==> config.mk <==
export PLATFORM = sky130hd
export DESIGN_NAME = ysyx_22040386_mem_arbiter
export DESIGN_NICKNAME = d
export VERILOG_FILES = /design/src/rtl/ysyx_22040386_mem_arbiter.sv
export SDC_FILE = /design/constraint.sdc
export NUM_CORES = 1
export LEC_CHECK = 0
export CAP_MARGIN = 20
export CORE_MARGIN = 8
export CORE_UTILIZATION = 30
export DETAILED_ROUTE_END_ITERATION = 8
export PLACE_DENSITY = 0.67
export SYNTH_ARGS = -nofsm -noshare
export SYNTH_HDL_FRONTEND = slang
export SYNTH_SLANG_ARGS = --single-unit
==> constraint.sdc <==
create_clock -name clk -period 9 [get_ports clk]
set_input_delay 1.35 -clock clk [delete_from_list [all_inputs] [get_ports clk]]
set_output_delay 1.35 -clock clk [all_outputs]
set_load 0.03 [all_outputs]
==> src/rtl/ysyx_22040386_mem_arbiter.sv <==
// Shares one memory request/response port between the IFU (read-only) and the LSU.
// One transaction is in flight at a time: IDLE (arbitrate) -> REQ (hold request until
// accepted) -> RSP (wait for data, guarded by a timeout counter).
// Optional macro MEM_ARB_RR_EN: round-robin arbitration instead of fixed LSU-over-IFU.
module ysyx_22040386_mem_arbiter #(
  parameter int ADDR_W  = 64,
  parameter int DATA_W  = 64,
  parameter int TIMEOUT = 16
) (
  input  logic              clk,
  input  logic              rst,
  input  logic              ifu_req_valid,
  output logic              ifu_req_ready,
  input  logic [ADDR_W-1:0] ifu_addr,
  output logic              ifu_rsp_valid,
  output logic [DATA_W-1:0] ifu_rdata,
  input  logic              lsu_req_valid,
  output logic              lsu_req_ready,
  input  logic              lsu_we,
  input  logic [2:0]        lsu_mask_type,
  input  logic [ADDR_W-1:0] lsu_addr,
  input  logic [DATA_W-1:0] lsu_wdata,
  output logic              lsu_rsp_valid,
  output logic [DATA_W-1:0] lsu_rdata,
  output logic              mem_req_valid,
  input  logic              mem_req_ready,
  output logic              mem_we,
  output logic [2:0]        mem_mask_type,
  output logic [ADDR_W-1:0] mem_addr,
  output logic [DATA_W-1:0] mem_wdata,
  input  logic              mem_rsp_valid,
  input  logic [DATA_W-1:0] mem_rdata,
  output logic              err_timeout
);

  typedef enum logic [1:0] {IDLE, REQ, RSP} state_t;

  // Last counter value at which the RSP wait is abandoned.
  localparam logic [7:0] CNT_LAST = 8'(TIMEOUT - 1);

  state_t            state_q, state_d;
  logic              owner_lsu_q, owner_lsu_d;
  logic [ADDR_W-1:0] addr_q, addr_d;
  logic              we_q, we_d;
  logic [2:0]        mask_q, mask_d;
  logic [DATA_W-1:0] wdata_q, wdata_d;
  logic [7:0]        cnt_q, cnt_d;
  logic              ifu_rsp_q, ifu_rsp_d;
  logic              lsu_rsp_q, lsu_rsp_d;
  logic              err_q, err_d;
  logic [DATA_W-1:0] ifu_rdata_q, ifu_rdata_d;
  logic [DATA_W-1:0] lsu_rdata_q, lsu_rdata_d;
  logic              any_req;
  logic              grant_lsu;
  logic              accept;
  logic [DATA_W-1:0] rsp_data;

`ifdef MEM_ARB_RR_EN
  // 1 when the IFU won the most recent grant; reset value gives the LSU first turn.
  logic              last_ifu_q, last_ifu_d;
`endif

  // Arbitration: pick the winner and raise its ready while IDLE (never during reset).
  always_comb begin
    any_req = ifu_req_valid | lsu_req_valid;
`ifdef MEM_ARB_RR_EN
    grant_lsu = lsu_req_valid & (~ifu_req_valid | last_ifu_q);
`else
    grant_lsu = lsu_req_valid;
`endif
    accept        = (state_q == IDLE) & ~rst & any_req;
    lsu_req_ready = accept & grant_lsu;
    ifu_req_ready = accept & ~grant_lsu;
  end

  // Next-state logic: latch on accept, hold in REQ, collect the response or time out.
  always_comb begin
    state_d     = state_q;
    owner_lsu_d = owner_lsu_q;
    addr_d      = addr_q;
    we_d        = we_q;
    mask_d      = mask_q;
    wdata_d     = wdata_q;
    cnt_d       = cnt_q;
    ifu_rsp_d   = 1'b0;
    lsu_rsp_d   = 1'b0;
    err_d       = 1'b0;
    ifu_rdata_d = ifu_rdata_q;
    lsu_rdata_d = lsu_rdata_q;
    rsp_data    = we_q ? '0 : mem_rdata;
`ifdef MEM_ARB_RR_EN
    last_ifu_d  = last_ifu_q;
`endif
    unique case (state_q)
      IDLE: begin
        if (accept) begin
          state_d     = REQ;
          owner_lsu_d = grant_lsu;
`ifdef MEM_ARB_RR_EN
          last_ifu_d  = ~grant_lsu;
`endif
          if (grant_lsu) begin
            addr_d  = lsu_addr;
            we_d    = lsu_we;
            mask_d  = lsu_mask_type;
            wdata_d = lsu_wdata;
          end else begin
            addr_d  = ifu_addr;
            we_d    = 1'b0;
            mask_d  = 3'b011;
            wdata_d = '0;
          end
        end
      end
      REQ: begin
        if (mem_req_ready) begin
          state_d = RSP;
          cnt_d   = '0;
        end
      end
      RSP: begin
        // A response in the timeout cycle takes precedence over the abort.
        if (mem_rsp_valid || cnt_q == CNT_LAST) begin
          state_d = IDLE;
          err_d   = ~mem_rsp_valid;
          if (!mem_rsp_valid) rsp_data = '1;
          if (owner_lsu_q) begin
            lsu_rsp_d   = 1'b1;
            lsu_rdata_d = rsp_data;
          end else begin
            ifu_rsp_d   = 1'b1;
            ifu_rdata_d = rsp_data;
          end
        end else begin
          cnt_d = cnt_q + 8'd1;
        end
      end
      default: state_d = IDLE;
    endcase
  end

  // State and datapath registers with asynchronous clear.
  always_ff @(posedge clk or posedge rst) begin
    if (rst) begin
      state_q     <= IDLE;
      owner_lsu_q <= 1'b0;
      addr_q      <= '0;
      we_q        <= 1'b0;
      mask_q      <= '0;
      wdata_q     <= '0;
      cnt_q       <= '0;
      ifu_rsp_q   <= 1'b0;
      lsu_rsp_q   <= 1'b0;
      err_q       <= 1'b0;
      ifu_rdata_q <= '0;
      lsu_rdata_q <= '0;
`ifdef MEM_ARB_RR_EN
      last_ifu_q  <= 1'b1;
`endif
    end else begin
      state_q     <= state_d;
      owner_lsu_q <= owner_lsu_d;
      addr_q      <= addr_d;
      we_q        <= we_d;
      mask_q      <= mask_d;
      wdata_q     <= wdata_d;
      cnt_q       <= cnt_d;
      ifu_rsp_q   <= ifu_rsp_d;
      lsu_rsp_q   <= lsu_rsp_d;
      err_q       <= err_d;
      ifu_rdata_q <= ifu_rdata_d;
      lsu_rdata_q <= lsu_rdata_d;
`ifdef MEM_ARB_RR_EN
      last_ifu_q  <= last_ifu_d;
`endif
    end
  end

  // Memory side forwards the latched request only while in REQ.
  always_comb begin
    mem_req_valid = (state_q == REQ);
    mem_we        = we_q;
    mem_mask_type = mask_q;
    mem_addr      = addr_q;
    mem_wdata     = wdata_q;
    ifu_rsp_valid = ifu_rsp_q;
    lsu_rsp_valid = lsu_rsp_q;
    err_timeout   = err_q;
    ifu_rdata     = ifu_rdata_q;
    lsu_rdata     = lsu_rdata_q;
  end

endmodule

==> results of run 1 <==
-- final cells by class --
type / count / area [um^2]
inverters: 6 / 30.0
fillers: 3510 / 20100
repair buffers: 540 / 5400
well taps: 518 / 648
clock buffers: 46 / 902
flip-flops and latches: 274 / 6860
clock inverters: 7 / 139
multi-input cells: 639 / 4310
-- critical path, cell delays in order --
cell,delay [ns]
clkdlybuf4s50_1,0.66
or4_4,1.00
nor2_1,0.21
clkdlybuf4s50_1,0.70
-- power groups by stage --
stage | sequential (uW) | combinational (uW) | clock [uW]
final | 2190 | 3620 | 1290
after global routing | 2270 | 3820 | 1380
after CTS | 2190 | 3670 | 1330
after detailed placement | 2200 | 3670 | 0
after global placement | 2170 | 3640 | 0
after floorplan | 3300 | 879 | 0
-- path summary, 6_finish.rpt --
kind / from / to / slack [ns] / cells past startpoint
max: rst / ifu_req_ready / 3.70 / 4
min: mem_wdata[41] / mem_wdata[41] / 0.46 / 2
max reg2reg: state_q[0] / mem_addr[46] / 6.35 / 3
min reg2reg: mem_wdata[41] / mem_wdata[41] / 0.46 / 2
max in group asynchronous: rst / lsu_rdata[46] / 6.00 / 3
min in group asynchronous: rst / mem_addr[25] / 1.64 / 2
-- kinds of logic (layout without fill, tap and decap cells) --
family	after synthesis	after routing	share of synthesized area [%]
and+or+nand+nor	362	362	14.7
DFF	274	274	59.3
AOI/OAI and AO/OA	210	210	16.4
buffers and inverters	88	599	3.74
muxes	66	66	5.72
adders and majority gates	1	1	0.108
-- registers in the layout, indices dropped and copies added, names as in the netlist, 2 cells and up --
name,flops
ifu_rdata,64
mem_addr,64
mem_mask_type,3
state_q,2
mem_wdata,64
lsu_rdata,64
cnt_q,8
-- Yosys cell counts, types with 6 or more instances --
library cell / instances
a2bb2oi_2: 50
buf_2: 31
dfrtp_1: 274
buf_4: 7
o21ai_0: 55
nand3_1: 67
nand2_1: 200
nor2_1: 7
mux2i_1: 65
nand2b_1: 67
a2bb2oi_1: 78
clkbuf_1: 38
inv_1: 6
o21ai_1: 12
-- per-stage QoR --
stage,instances,total power [uW],hold WS (ns)
final,2030,7100,0.463
after global routing,2030,7460,0.482
after CTS,2030,7190,0.470
after detailed placement,1977,5870,0.455
after global placement,1977,5820,0.449
after floorplan,1001,4180,0.518
-- placed cells by master, fill, tap and decap left out, drive strengths merged, types with 3 or more instances in the layout --
cell and instances:
clkdlybuf4s50 530, dfrtp 274, nand2 200, a2bb2oi 128, nand2b 67, nand3 67, o21ai 67, mux2i 65
clkbuf 46, buf 10, nor2 7, inv 6, a21oi 5, bufinv 4, nor2b 3, a221o 3
and3 3, nor4 3, nor3 3, clkinv 3
-- metal layers --
metal	GRT usage, %	vias to the layer above	part of all wire [%]
met2	29.5	399	47
met4	5.05	2	2.2
li1	-	4473	-
met5	0	-	0.031
met3	6.09	48	9.8
met1	21.4	4620	41
==> flow_summary.toml, run 1 <==
[run_status]
outcome = "finished clean"

[detailed_routing]
drt_iter0_markers = 540
num_vias = 9542
wl_per_cell_um = 20.4
drt-pass1-iter-count = 4
route.detailed.drc = 0
wl_mm = 41.5
vias_per_cell = 4.70
ant_nets = 0

[clock_tree]
cts_tree = "done"
cts_hold_buf = 0
clk_latency_ns = 0.56
cts_made_buffers = 30
clock-root-buffer = "clkbuf_16"
cts_resized = 0
clk_pin_slew_ns = 0.06
clockBufferDepth = 3
clock-sinks = 274
cts_setup_buffers = 0
htree_levels = 1

[worst_setup_path]
end_kind = "primary output"
path_class = "input pin to primary output"
start_kind = "input pin"
cp_max_fo = 90
cp.arrival_ns = 3.95
crit_required_ns = 7.65

[global_route]
grt_remaining_overflow = 0
grt.total_usage_pct = 17.6
antenna_found_initial = 1
grt_max_degree = 158
grt_pass1_wl_mm = 62.3
grt_pass1_vias = 10110

[sta]
fin_ws_ns = 3.70
min_period_over_period_pct = 58.9
tightest_slew_ns = 1.08
slew_viol_final = 0
skew_ns = 0.0204
finalSetupViolations = 0
totalNegativeSetupSlack_ns = 0
period_needed_ns = 5.30
hold_viol = 0
rsz0062_at_grt = "false"
fmax_mhz = 189
max_slew_margin_pct = 28.2

[synth]
seq_area_frac_synth_pct = 59.3
ys.flop_type = "dfrtp_1"
synth.distinct_cells = 40
netlist.area_leader.share_pct = 59.3
synth-async-reset-ratio_pct = 100
syn_nets = 1268
synth_warnings = 0
netlist_top_cells_area = "dfrtp_1 59%, a2bb2oi_2 6.5%, nand2_1 6.5%"
synth.avg_cell_area_um2 = 11.6
ys_ff_latch = 274
synth_edf_count = 0
synth_top_area_cell = "dfrtp_1"
netlist_area_mm2 = 0.0116
syn_inst = 1001

[placed_design]
dpl-instance-area_mm2 = 0.0172
gp_congestion = 0.817
dp_slack_ns = 3.66
dpl.hpwl_mm = 30.5
io_buffers = 531

[layout]
postLayoutCoreUtil_pct = 47.6
synthToLayoutAreaGrowth_pct = 58.1
design_area_mm2 = 0.0183
nets = 1758
drive_above_1_share_pct = 7.87
num_antenna_cells = 0

[die]
ios = 532
core_region_area_mm2 = 0.0384
rows = 72
dieArea_mm2 = 0.0451
die_h_um = 212
dieWidth_um = 212
start_util_pct = 30.1

[pwr]
powerDensity_mw_per_mm2 = 388
comb_power_share_pct = 51.0
intPower_uw = 4170
clkPwrFrac_pct = 18.1
ir_drop_uv = 157
seq_power_share_pct = 30.8
power.share.switching_pct = 41.3
leakage_uw = 0.00799
p_sw_uw = 2930

[min_path]
hold_path.class = "flip-flop to flip-flop"

[run]
cap_violations = 0
(Power assumes the default switching activity.)
==> inputs of run 2 (changes only) <==
- PLACE_DENSITY: 0.67 -> 0.64
- clock period: 9 -> 5.4 ns (I/O delays scaled with it)
==> run 2 against run 1 <==
Against the previous run:
- via count down 0.16%
- clock-buffer cell count unchanged
- clock power up 54%
- sequential cell count unchanged
- design area down 0.19%
- final cell count up 0.30%
- sequential share of layout area up 0.072 points
- largest cell class unchanged
- hold slack worse by 0.0016 ns
- setup slack worse by 2.3 ns
- first-iteration DRC count down 14%
- non-clock buffer count up 4
- sequential power up 67%
==> flow_summary.toml, run 2 (synthesis gave the netlist of run 1 again) <==
[layout]
final_common_cell = "clkdlybuf4s50_1"
nets = 1762
final_cell_mix = "530 x clkdlybuf4s50_1, 274 x dfrtp_1, 200 x nand2_1"
synthToLayoutAreaGrowth_pct = 57.8
fillers = 3582
final_cell_count_no_fill = 2036
drive_above_1_share_pct = 8.31
seqCellArea_mm2 = 0.00686
multi_input_area_mm2 = 0.00431
design_area_mm2 = 0.0183

[detailed_routing]
wl_mm = 42.7
drt-pass1-iter-count = 4
drt_iter0_markers = 466
vias_per_cell = 4.68
ant_nets = 0
route.detailed.drc = 0
num_vias = 9527
wl_per_cell_um = 21.0

[sta]
hold_viol = 0
period_needed_ns = 3.95
fin_ws_ns = 1.45
totalNegativeSetupSlack_ns = 0
max_slew_margin_pct = 33.2
rsz0062_at_grt = "false"
slew_viol_final = 0
finalSetupViolations = 0
skew_ns = 0.00725
fmax_mhz = 253
tightest_slew_ns = 1.00
min_period_over_period_pct = 73.2

[worst_setup_path]
path_class = "input pin to primary output"
end_kind = "primary output"
critical_path.top_delay_family = "buffers and inverters"
cp_common_cell = "clkdlybuf4s50_1"
path_buf_inv = 2
crit_required_ns = 4.59
crit_chain = "clkdlybuf4s50_1, or4_4, nor2_1, clkdlybuf4s50_1"
start_kind = "input pin"
crit_slowest_cell = "or4_4"
cp_max_fo = 55
cp.arrival_ns = 3.14
cp_slowest_stage_delay_ns = 0.83

[global_route]
grt.total_usage_pct = 18.2
grt_pass1_wl_mm = 63.5
antenna_found_initial = 2
busiest_layer = "met2"
grt_max_degree = 154
grt_pass1_vias = 10144
use_met2_pct = 30.2
met1_usage_pct = 22.5
grt_remaining_overflow = 0
grtUsageMet3_pct = 6.52

[clock_tree]
cts_setup_buffers = 0
clockBufferDepth = 3
clk_pin_slew_ns = 0.06
clk_latency_ns = 0.55
cts_made_buffers = 30
cts_hold_buf = 0
htree_levels = 1
cts_tree = "done"
clock-sinks = 274
clock-root-buffer = "clkbuf_16"
cts_resized = 0

[pwr]
comb_power_share_pct = 51.7
intPower_uw = 6790
p_sw_uw = 4900
ir_drop_uv = 382
clkPwrFrac_pct = 17.1
seq_power_share_pct = 31.3
leakage_uw = 0.00798
powerDensity_mw_per_mm2 = 641
power.share.switching_pct = 42.0

[run_status]
outcome = "finished clean"

[placed_design]
dp_slack_ns = 1.38
placedCellCount = 1981
dpl.hpwl_mm = 31.5
io_buffers = 531
dpl-instance-area_mm2 = 0.0173
gp_congestion = 0.817

[die]
start_util_pct = 30.1
dieArea_mm2 = 0.0451
core_region_area_mm2 = 0.0384
die_h_um = 212
rows = 72
dieWidth_um = 212
ios = 532

[min_path]
hold_path.class = "flip-flop to flip-flop"

[run]
cap_violations = 0
==> run 2: changes by cell type in the layout (fill, tap and decap cells not counted), sizes merged <==
cell	previous run	this run
buf	10	14
bufinv	4	0
clkinv	3	7
clkinvlp	0	2
diode	0	1
inv	6	5
==> run 2: metrics by stage <==
stage	utilization, %	total power [uW]	hold slack (ns)
floorplan	-	6970	0.518
global placement	45.0	9730	0.450
detailed placement	45.0	9790	0.455
CTS	47.6	11900	0.468
global route	47.6	12300	0.481
finish	47.6	11700	0.461
==> run 2: path summary, 6_finish.rpt <==
path                               start             to  slack [ns]  cells past startpoint
max in group asynchronous            rst  mem_wdata[10]        3.56                      3
min reg2reg                mem_wdata[15]  mem_wdata[15]        0.46                      2
max                                  rst  ifu_req_ready        1.45                      4
min in group asynchronous            rst  ifu_rdata[38]        1.08                      3
min                        mem_wdata[15]  mem_wdata[15]        0.46                      2
max reg2reg                     cnt_q[4]  lsu_rdata[28]        2.79                      6
==> run 2: routing by layer <==
layer  part of all wire (%)  up-vias
met2                     46      389
met1                     41     4615
li1                       -     4480
met5                      0        -
met4                    1.9        0
met3                     10       43
==> run 2: cell type report <==
cell class                      count  area share, %
Multi-Input combinational cell    639           23.6
Sequential cell                   274           37.6
Clock inverter                      8          0.233
Antenna cell                        1         0.0137
Tap cell                          518           3.55
Clock buffer                       46           5.05
Inverter                            6          0.144
Timing Repair Buffer              544           29.8
==> run 2: power by group through the flow <==
| stage | combinational, uW | clock [uW] | sequential [uW] |
|---|---|---|---|
| 2_1_floorplan | 1460 | 0 | 5500 |
| 3_3_place_gp | 6090 | 0 | 3640 |
| 3_5_place_dp | 6120 | 0 | 3670 |
| 4_1_cts | 6130 | 2060 | 3660 |
| 5_1_grt | 6370 | 2150 | 3770 |
| 6_report | 6040 | 1990 | 3650 |
==> run 2: worst min-delay path, stage by stage, from the launching register on <==
cell and delay [ns]:
dfrtp_1 0.34, nand2_1 0.05, nand2_1 0.04
